--- config.mk ---
export PLATFORM = sky130hd
export DESIGN_NAME = result_writeback_flat
export DESIGN_NICKNAME = d
export VERILOG_FILES = /design/src/rtl/tpu_pkg.sv /design/src/rtl/result_writeback_if.sv /design/src/rtl/relu_row.sv /design/src/rtl/result_writeback.sv /design/src/flat_wrapper.sv
export SDC_FILE = /design/constraint.sdc
export NUM_CORES = 1
export LEC_CHECK = 0
export BUFFER_PORTS_ARGS = -buffer_cell sky130_fd_sc_hd__buf_2
export CAP_MARGIN = 10
export CORE_UTILIZATION = 50
export DETAILED_ROUTE_END_ITERATION = 12
export PLACE_DENSITY_LB_ADDON = 0.15
export SYNTH_ARGS = -nofsm -noshare
export SYNTH_HDL_FRONTEND = slang
export SYNTH_SLANG_ARGS = --single-unit
--- constraint.sdc ---
create_clock -name clk -period 4.5 [get_ports clk]
set_clock_uncertainty 0.2 [all_clocks]
set_input_delay 0.675 -clock clk [delete_from_list [all_inputs] [get_ports clk]]
set_output_delay 0.675 -clock clk [all_outputs]
set_load 0.01 [all_outputs]
--- src/rtl/tpu_pkg.sv ---
// tpu_pkg: shared widths, writeback state encoding and the flat-matrix row layout helper
package tpu_pkg;
  localparam int DATA_W = 8;
  localparam int MAX_N = 16;
  typedef enum logic [1:0] {IDLE, WRITE, DONE} wb_state_t;
  // Row r of an n x n matrix starts at bit DATA_W*n*r; callers size-cast to their own N.
  function automatic logic [DATA_W*MAX_N-1:0] row_slice(input logic [DATA_W*MAX_N*MAX_N-1:0] matrix, input int unsigned n, input int unsigned r);
    return (DATA_W*MAX_N)'(matrix >> (DATA_W*n*r));
  endfunction
endpackage

--- src/rtl/result_writeback_if.sv ---
// result_writeback_if: row write channel into the unified result buffer
interface result_writeback_if #(parameter int N = 4, parameter int ADDR_W = 8) ();
  logic wr_en;
  logic [ADDR_W-1:0] wr_addr;
  logic [tpu_pkg::DATA_W*N-1:0] wr_data;
  logic wr_ready;
  modport master (output wr_en, wr_addr, wr_data, input wr_ready);
  modport slave (input wr_en, wr_addr, wr_data, output wr_ready);
endinterface

--- src/rtl/relu_row.sv ---
// relu_row: N-lane signed int8 clamp-to-zero with a shared enable
module relu_row import tpu_pkg::*; #(parameter int N = 4) (
  input  logic en,
  input  logic [DATA_W*N-1:0] row,
  output logic [DATA_W*N-1:0] clamped
);
  for (genvar i = 0; i < N; i++) begin : g_lane
    assign clamped[DATA_W*i +: DATA_W] = en && row[DATA_W*i+DATA_W-1] ? '0 : row[DATA_W*i +: DATA_W];
  end
endmodule

--- src/rtl/result_writeback.sv ---
// result_writeback: captures an N x N int8 matrix and drains it row by row into the result buffer
module result_writeback import tpu_pkg::*; #(
  parameter int N = 4,
  parameter int ADDR_W = 8
) (
  input  logic clk,
  input  logic reset,
  input  logic start,
  input  logic [DATA_W*N*N-1:0] in_matrix,
  input  logic [ADDR_W-1:0] base_addr,
  input  logic relu_en,
  result_writeback_if.master wr,
  output logic busy,
  output logic done
);
  localparam int RW = N > 1 ? $clog2(N) : 1;
  localparam logic [RW-1:0] LAST = RW'(N - 1);
  wb_state_t state_q, state_d;
  logic [RW-1:0] row_q;
  logic [DATA_W*N*N-1:0] mat_q;
  logic [ADDR_W-1:0] base_q;
  logic relu_q;
  logic [DATA_W*N-1:0] row_sel;
  always_ff @(posedge clk) begin
    if (reset) begin
      state_q <= IDLE;
      row_q <= '0;
      mat_q <= '0;
      base_q <= '0;
      relu_q <= 1'b0;
    end else begin
      state_q <= state_d;
      if (state_q == IDLE && start) begin
        mat_q <= in_matrix;
        base_q <= base_addr;
        relu_q <= relu_en;
        row_q <= '0;
      end else if (state_q == WRITE && wr.wr_ready && row_q != LAST) begin
        row_q <= row_q + 1'b1;
      end
    end
  end
  always_comb begin
    state_d = state_q == IDLE  ? (start ? WRITE : IDLE) :
              state_q == WRITE ? (wr.wr_ready && row_q == LAST ? DONE : WRITE) : IDLE;
  end
  assign row_sel = (DATA_W*N)'(row_slice((DATA_W*MAX_N*MAX_N)'(mat_q), N, 32'(row_q)));
  relu_row #(.N(N)) u_relu (.en(relu_q), .row(row_sel), .clamped(wr.wr_data));
  assign wr.wr_en = state_q == WRITE;
  assign wr.wr_addr = base_q + ADDR_W'(row_q);
  assign busy = state_q != IDLE;
  assign done = state_q == DONE;
endmodule
--- src/flat_wrapper.sv ---
// flat-port wrapper written by rule: the top's interface ports become plain ports
module result_writeback_flat import tpu_pkg::*;
#(
  parameter int N = 4,
  parameter int ADDR_W = 8
)
  (clk, reset, start, in_matrix, base_addr, relu_en, busy, done, wr_wr_en, wr_wr_addr, wr_wr_data, wr_wr_ready);
  result_writeback_if #(.N(N), .ADDR_W(ADDR_W)) wr_i ();
  input  logic clk;
  input  logic reset;
  input  logic start;
  input  logic [DATA_W*N*N-1:0] in_matrix;
  input  logic [ADDR_W-1:0] base_addr;
  input  logic relu_en;
  output logic busy;
  output logic done;
  output wire logic [$bits(wr_i.wr_en)-1:0] wr_wr_en;
  output wire logic [$bits(wr_i.wr_addr)-1:0] wr_wr_addr;
  output wire logic [$bits(wr_i.wr_data)-1:0] wr_wr_data;
  input wire logic [$bits(wr_i.wr_ready)-1:0] wr_wr_ready;
  assign wr_wr_en = wr_i.wr_en;
  assign wr_wr_addr = wr_i.wr_addr;
  assign wr_wr_data = wr_i.wr_data;
  assign wr_i.wr_ready = wr_wr_ready;
  result_writeback #(.N(N), .ADDR_W(ADDR_W)) u_core (.clk(clk), .reset(reset), .start(start), .in_matrix(in_matrix), .base_addr(base_addr), .relu_en(relu_en), .wr(wr_i), .busy(busy), .done(done));
endmodule
==> summary by stage, run 1 <==
Clock network
The post-cts gate resize count is 0. The TritonCTS clock tree is yes. At the later pin of the worst-skew pair, clock insertion delay measures 0.41 ns. The clock slew seen by the registers of the worst setup and hold paths is 0.05 ns. For this design, the CTS-stage hold fixing added 0 buffers. In this run the deepest clock path goes through 2 buffers. In this run the post-CTS setup repair buffer count came out at 0.

In this run, CTS created clock tree buffers numbering 17. The clock sink count is 141. The H-tree was split into 4 levels. The tree is rooted in a clkbuf_16.

Floorplan
184 I/O pins were placed. The die boundary width is 112 um. The full die area is 0.0126 mm^2. The vertical die dimension is 112 um.

The initial cell density of the core is 52.3%. The standard-cell row count is 39. In this run the standard cell core region covers 0.0117 mm^2.

Synth
The share of synthesized registers carrying an async set or reset is 0%. The most repeated cell in the gate-level netlist after synthesis is nand2_1. The number of synthesized flops with an enable pin is 0. The net count after synthesis is 861. After synthesis, the cell types taking the most area are dfxtp_1 (46%), nand2_1 (17%), a21oi_1 (11%), mux4_2 (7.0%), mux4_1 (3.9%). Summing every instance area after synthesis gives 0.00610 mm^2. The cell taking the most area after synthesis is dfxtp_1. After synthesis, the most frequently instantiated cells are nand2_1 (277), dfxtp_1 (141), a21oi_1 (138). The register area share after synthesis is 46.3%.

The count of state elements after synthesis is 141. In the synthesized netlist the dominant register cell turns out to be dfxtp_1. The instance count of the mapped netlist is 716.

Averaged over all synthesized cells, the footprint is 8.51 um^2. In this run, distinct cell masters in the synthesized netlist total 31. Yosys printed 0 warnings. The fraction of synthesized cell area taken by the top area cell type is 46.3%.

Timing
The final clock period utilization by the worst path is 72.5%. Setup repair after global routing left no endpoint under its margin. The sum of negative setup slack is 0 ns. The final period demand of the worst path is 3.26 ns. The number of max-slew violations in the final report came to 0. The worst relative slew slack is 39.0%. Based on the critical path, the design can be clocked at up to 306 MHz. The number of hold-slack violations in the final timing report was 0.

At the pin with the least slew margin, the transition time is 0.915 ns. The number of endpoints failing setup at the final stage is 0.

Power
The total power is 2970 uW. The worst vdd rail ir drop is 0.355 mV. In this run the power density over the cells is 395 mW/mm^2. The analysis attributes to cell leakage a power of 0.00324 uW.

Global routing
The initial antenna violation count is 2. In the global route stage, overall resource usage came out at 24.3%. The total congestion overflow after global routing is 0. The first global-routing pass estimated 23900 um of wire. Entering global routing, the biggest net connects 89 pins. The number of global-route vias before repair is 5105.

Finish
The post-route netlist has 28.0% of its cells at a drive strength greater than 1. The final cell area excluding filler cells is 0.00751 mm^2. At the end of the flow the core is filled with cells to 64.4%. The final-stage net count is 1017. Relative to the synthesized area, the layout overhead comes to 23.3%.

Flow run
The number of violations of the max-capacitance limit is 0.

Hold path
The startpoint of the most critical hold path is u_core.mat_q[33]. The min-delay analysis places its worst path in the category flip-flop to flip-flop. The sink of the worst hold path is u_core.mat_q[33]. Along the worst hold path, the cell count comes to 2.

Worst setup path
The nature of the critical path startpoint is a flip-flop. The worst register-to-register path begins at u_core.state_q[1]. The worst register-to-register path ends at u_core.mat_q[42]. The type of element capturing the critical path is an output port. The required time of the critical path is 3.62 ns. The reg-to-reg setup timing slack is 2.27 ns. The setup path with the least slack is of type flip-flop to output port. The length in cells of the worst reg-to-reg path is 4. For the worst setup path, the data arrival time is 2.39 ns. The peak fanout along the critical path is 21.

Run status
The flow ran to the end, and the final reports show no timing, DRC or antenna violations.

Placement
The global placer's final weighted congestion is 0.801. Input and output buffers added on the ports amount to 183. Summed over all nets, the half-perimeter wirelength after detailed placement is 9850 um.

The placed instances occupy a cell area of 0.00699 mm^2.

Routing
The number of DRC violations after detailed-routing iteration 0 is 421. Detailed routing inserted a total of 5390 vias. The first detailed-routing pass took 5 iterations. Dividing the detail-routed via count by the number of cells gives 5.26. In this run the remaining antenna-violating nets after routing total 0.

The aggregate routed wire length is 14700 um. Dividing the detail-routed wire length by the instance count gives 14.3 um. The DRC violation count after routing is 0.
metrics by stage:
stage	hold WS, ns	cells	setup slack [ns]
2_1_floorplan	0.232	716	2.25
3_3_place_gp	0.239	996	1.64
3_5_place_dp	0.245	996	1.60
4_1_cts	0.252	1022	1.17
5_1_grt	0.264	1024	1.04
6_report	0.251	1024	1.24
final cells by class:
class | instances | area, um^2
antenna | 2 | 5.00
clock buffer | 23 | 478
clock inverter | 3 | 40.0
fill | 1034 | 4150
multi-input combinational | 520 | 3000
sequential | 141 | 2830
tap | 143 | 179
timing repair buffer | 192 | 986
cells by family (layout without fill, tap and decap cells):
group	after synthesis	in the layout	share of synthesized area, %
simple gates	325	325	22.0
compound gates	143	143	12.1
flops	141	141	46.3
buf+inv	55	218	4.60
mux	41	41	13.1
xor+xnor	7	7	1.01
fa+ha+maj	4	4	0.944
other cells	0	2	0
worst max-delay path: stages, from the launching register on:
cell and delay (ns):
dfxtp_2 0.76, buf_4 0.36, mux4_1 0.56, nor2b_1 0.14, buf_2 0.15
cells in the final DEF (no fill, tap or decap):
cell type and instances:
ha_1 3, or2_2 1, nand2_1 277, or3b_4 1, o22ai_2 2, xnor2_1 6, and4bb_2 1, fa_1 1
clkinv_2 2, bufinv_16 1, dfxtp_2 2, nor2_1 5, mux4_2 19, clkbuf_1 3, nor3b_4 1, nor3b_1 1
clkbuf_8 3, a21o_1 1, nand4_1 2, nor3_1 2, buf_4 10, mux2i_1 9, clkbuf_16 17, mux4_1 9
mux2_2 4, dfxtp_1 139, and3_1 1, o22ai_1 2, diode_2 2, nand3_1 2, nand2b_1 1, nor2b_1 30
xor2_1 1, a21oi_1 138, buf_2 182
state kept, by name, summed over array words and instances, names as in the netlist:
name            flops
u_core.state_q      2
u_core.base_q       8
u_core.relu_q       1
u_core.row_q        2
u_core.mat_q      128
power by group:
group	switching, uW	internal [uW]	leakage [uW]	total [uW]
combinational	188	160	0.00182	347
clock	472	782	0.000257	1250
sequential	44.5	1330	0.00116	1370
total	704	2270	0.00324	2970
metal layers:
metal,vias to the layer above,share of wire (%),track usage [%]
met5,-,0,0
met3,26,7.0,8.05
met4,0,2.4,10.1
li1,2706,-,-
met2,188,48,39.3
met1,2470,43,30.0
worst max path at each step:
stage,cells past startpoint,endpoint,slack [ns],startpoint
global placement,4,wr_wr_data[28],1.64,u_core.row_q[0]
floorplan,4,wr_wr_data[25],2.25,u_core.row_q[0]
global route,5,wr_wr_data[2],1.04,u_core.row_q[0]
CTS,4,wr_wr_data[25],1.17,u_core.row_q[0]
detailed placement,4,wr_wr_data[25],1.60,u_core.row_q[0]
finish,4,wr_wr_data[25],1.24,u_core.row_q[0]
No activity file was read; power rests on OpenSTA's default activity.
==> run 2: changes to the inputs <==
- clock period: 4.5 -> 3.05 ns (I/O delays scaled with it)
==> summary by stage, run 2 (synthesis results as in run 1) <==
Run status
The run finished with clean final reports.

Clock network
The clock buffer count from CTS was 17 (unchanged). The clock sink count is 141 (unchanged). Clock tree synthesis selected as its root buffer the cell clkbuf_16. The TritonCTS clock tree is yes. The later-pin clock latency in the skew report is 0.41 ns (about the same).

The maximum buffer depth of the clock tree is 2 (unchanged). The setup fix buffers added after clock tree synthesis is 0 (unchanged). The clock slew seen by the registers of the worst setup and hold paths is 0.05 ns (about the same). The deepest level of the CTS H-tree is 4 (unchanged). The post-cts hold buffer count came to 0 (unchanged).

Worst setup path
The required time of the critical path is 2.39 ns (-1.23 ns). The most critical setup path has its startpoint at u_core.row_q[1]. The type of element capturing the critical path is an output port. The class of the most critical setup path is flip-flop to output port.

The endpoint identified for the worst register-to-register timing path is u_core.row_q[1]. The peak fanout along the critical path is 20 (-4.8%). The reg-to-reg setup timing slack is 1.38 ns (-0.89 ns). The origin of the critical flop-to-flop path is u_core.row_q[1]. The worst setup path is launched from a flip-flop. The length in cells of the worst reg-to-reg path was 4 (unchanged). The arrival time at the worst endpoint came to 2.10 ns (-0.29 ns).

Global routing
The pin count of the biggest net entering global routing is 105 (+18%). The wire length of the first global-routing pass is 24300 um (+1.6%). The global-route usage over all layers is 24.4% (about the same). The initial antenna violation count is 2 (unchanged).

The number of global-route vias before repair was 5179 (+1.4%). The total congestion overflow after global routing is 0 (unchanged).

Timing
The number of endpoints failing setup at the final stage is 0 (unchanged). The number of max-slew violations in the final report came to 0 (unchanged). The slew of the pin with the lowest slew margin is 0.653 ns (-0.261 ns). The number of hold-slack violations in the final timing report is 0 (unchanged). The sum of negative setup slack is 0 ns (unchanged). The final worst-path setup slack was 0.295 ns (-0.941 ns).

For this run, the top clock speed supported by timing is 363 MHz. After layout, the minimum clock period comes to 2.75 ns. The worst relative slew slack is 56.4% (+17 points). Setup repair after global routing left no endpoint under its margin. The final clock period utilization by the worst path is 90.3%.

Finish
The register cell area after layout came to 0.00283 mm^2 (unchanged). The multi-input logic area is 0.00301 mm^2 (+0.42%). The final-stage net count was 1017 (unchanged). The area added between synthesis and finish is 26.6%. The filler cell count was 975 (-5.7%). The number of flip-flops under the largest register name is 128 (unchanged). The library cells used most frequently in the layout, excluding fill and tap cells, are nand2_1 (277), buf_2 (182), dfxtp_1 (139), a21oi_1 (138), nor2b_1 (30). The fraction of layout cells with a size suffix above 1 is 28.6% (+0.60 points). The library cell used most frequently in the layout, excluding fill and tap cells, is nand2_1. The largest register by flop count is u_core.mat_q. The post-layout utilization of the core is 66.2% (+1.8 points). The largest registers in the layout are u_core.mat_q: 128 flops, u_core.base_q: 8 flops.

Power
The leakage power came to 0.00332 uW (+2.6%). The worst vdd rail ir drop is 0.466 mV (+31%). The power per unit of standard cell area is 619 mW/mm^2 (+56%).

Hold path
The sink of the worst hold path is u_core.mat_q[51]. The class of the most critical hold timing path is input pin to flip-flop. The startpoint of the most critical hold path is in_matrix[51]. The worst hold path stage count was 3 (+1).

Routing
The average via count per standard cell was 5.24 (-0.36%). The number of vias in the routed layout is 5402 (+0.22%). The final antenna-violating net count is 0 (unchanged). The DRC violation count after routing is 0 (unchanged). The mean routed wirelength per cell is 14.4 um (+0.54%). The aggregate routed wire length is 14800 um (+1.1%). The number of iterations in the first detailed-routing pass was 5 (unchanged). The number of DRC violations after detailed-routing iteration 0 was 446 (+5.9%).

Placement
The global placer's final weighted congestion is 0.773 (-3.5%). The detailed placement HPWL came to 9810 um (-0.37%). The worst slack after detailed placement was 0.532 ns (-1.07 ns). The number of port buffers is 183 (unchanged).

Flow run
The number of violations of the max-capacitance limit was 0 (unchanged).

Floorplan
The vertical die dimension is 112 um (unchanged). The die boundary width is 112 um (unchanged). The standard-cell row count is 39 (unchanged). The initial cell density of the core came to 52.3% (unchanged). The area of the core is 0.0117 mm^2 (unchanged). The top-level port count is 184 (unchanged). The full die area is 0.0126 mm^2 (unchanged).
[run 2: cell types whose count changed in the layout (fill, tap and decap cells not counted)]
cell	before	now
clkbuf_8	3	6
clkinv_2	2	1
buf_12	0	5
clkbuf_1	3	4
buf_4	10	5
o22ai_1	2	0
o22ai_2	2	4
bufinv_16	1	4
[run 2: layout make-up]
cell class              instances  share of cell area (%)
multi-input cells             520                    39.0
repair buffers                192                    13.6
clock buffers                  27                    6.77
diodes                          2                  0.0648
well taps                     143                    2.32
flip-flops and latches        141                    36.6
clock inverters                 5                    1.62
[run 2: power breakdown]
part,internal [uW],total [uW],switching [uW]
logic,247,532,285
registers,1960,2020,63.1
clock network,1500,2230,725
total,3700,4780,1070
[run 2: repair_timing]
| item | 4_1_cts | 5_1_grt |
|---|---|---|
| gates resized for setup | 0 | 2 |
| endpoints found under the setup margin | 0 | 12 |
| endpoints found under the hold margin | 0 | 0 |
[run 2: per-stage QoR]
| stage | cells | hold slack [ns] | area, um^2 | power (uW) |
|---|---|---|---|---|
| CTS | 1028 | 0.0679 | 7700 | 4810 |
| global placement | 996 | 0.238 | 7050 | 2570 |
| detailed placement | 996 | 0.245 | 7050 | 2590 |
| floorplan | 716 | 0.232 | 6100 | 2380 |
| global route | 1030 | 0.0720 | 7720 | 4970 |
| finish | 1030 | 0.0839 | 7720 | 4780 |
[run 2: critical path, cell delays in order (launching register included)]
cell and delay, ns:
dfxtp_2 0.61, buf_4 0.41, mux4_2 0.36, nor2b_1 0.15, buf_2 0.15
[run 2: worst max-delay path by stage]
stage	end	slack, ns
floorplan	wr_wr_data[25]	1.02
global placement	wr_wr_data[8]	0.60
detailed placement	wr_wr_data[9]	0.53
CTS	wr_wr_data[9]	0.08
global route	wr_wr_data[8]	0.15
finish	wr_wr_data[10]	0.30
[run 2: per-layer routing]
layer  wire, um  GRT usage (%)  share of wire, %  vias to the layer above
met5          0              0                 0                        -
met4        163           7.64               1.1                        0
met3        937           7.72               6.3                       20
met2       7240           40.3                49                      162
met1       6480           30.4                44                     2521
li1           -              -                 -                     2699
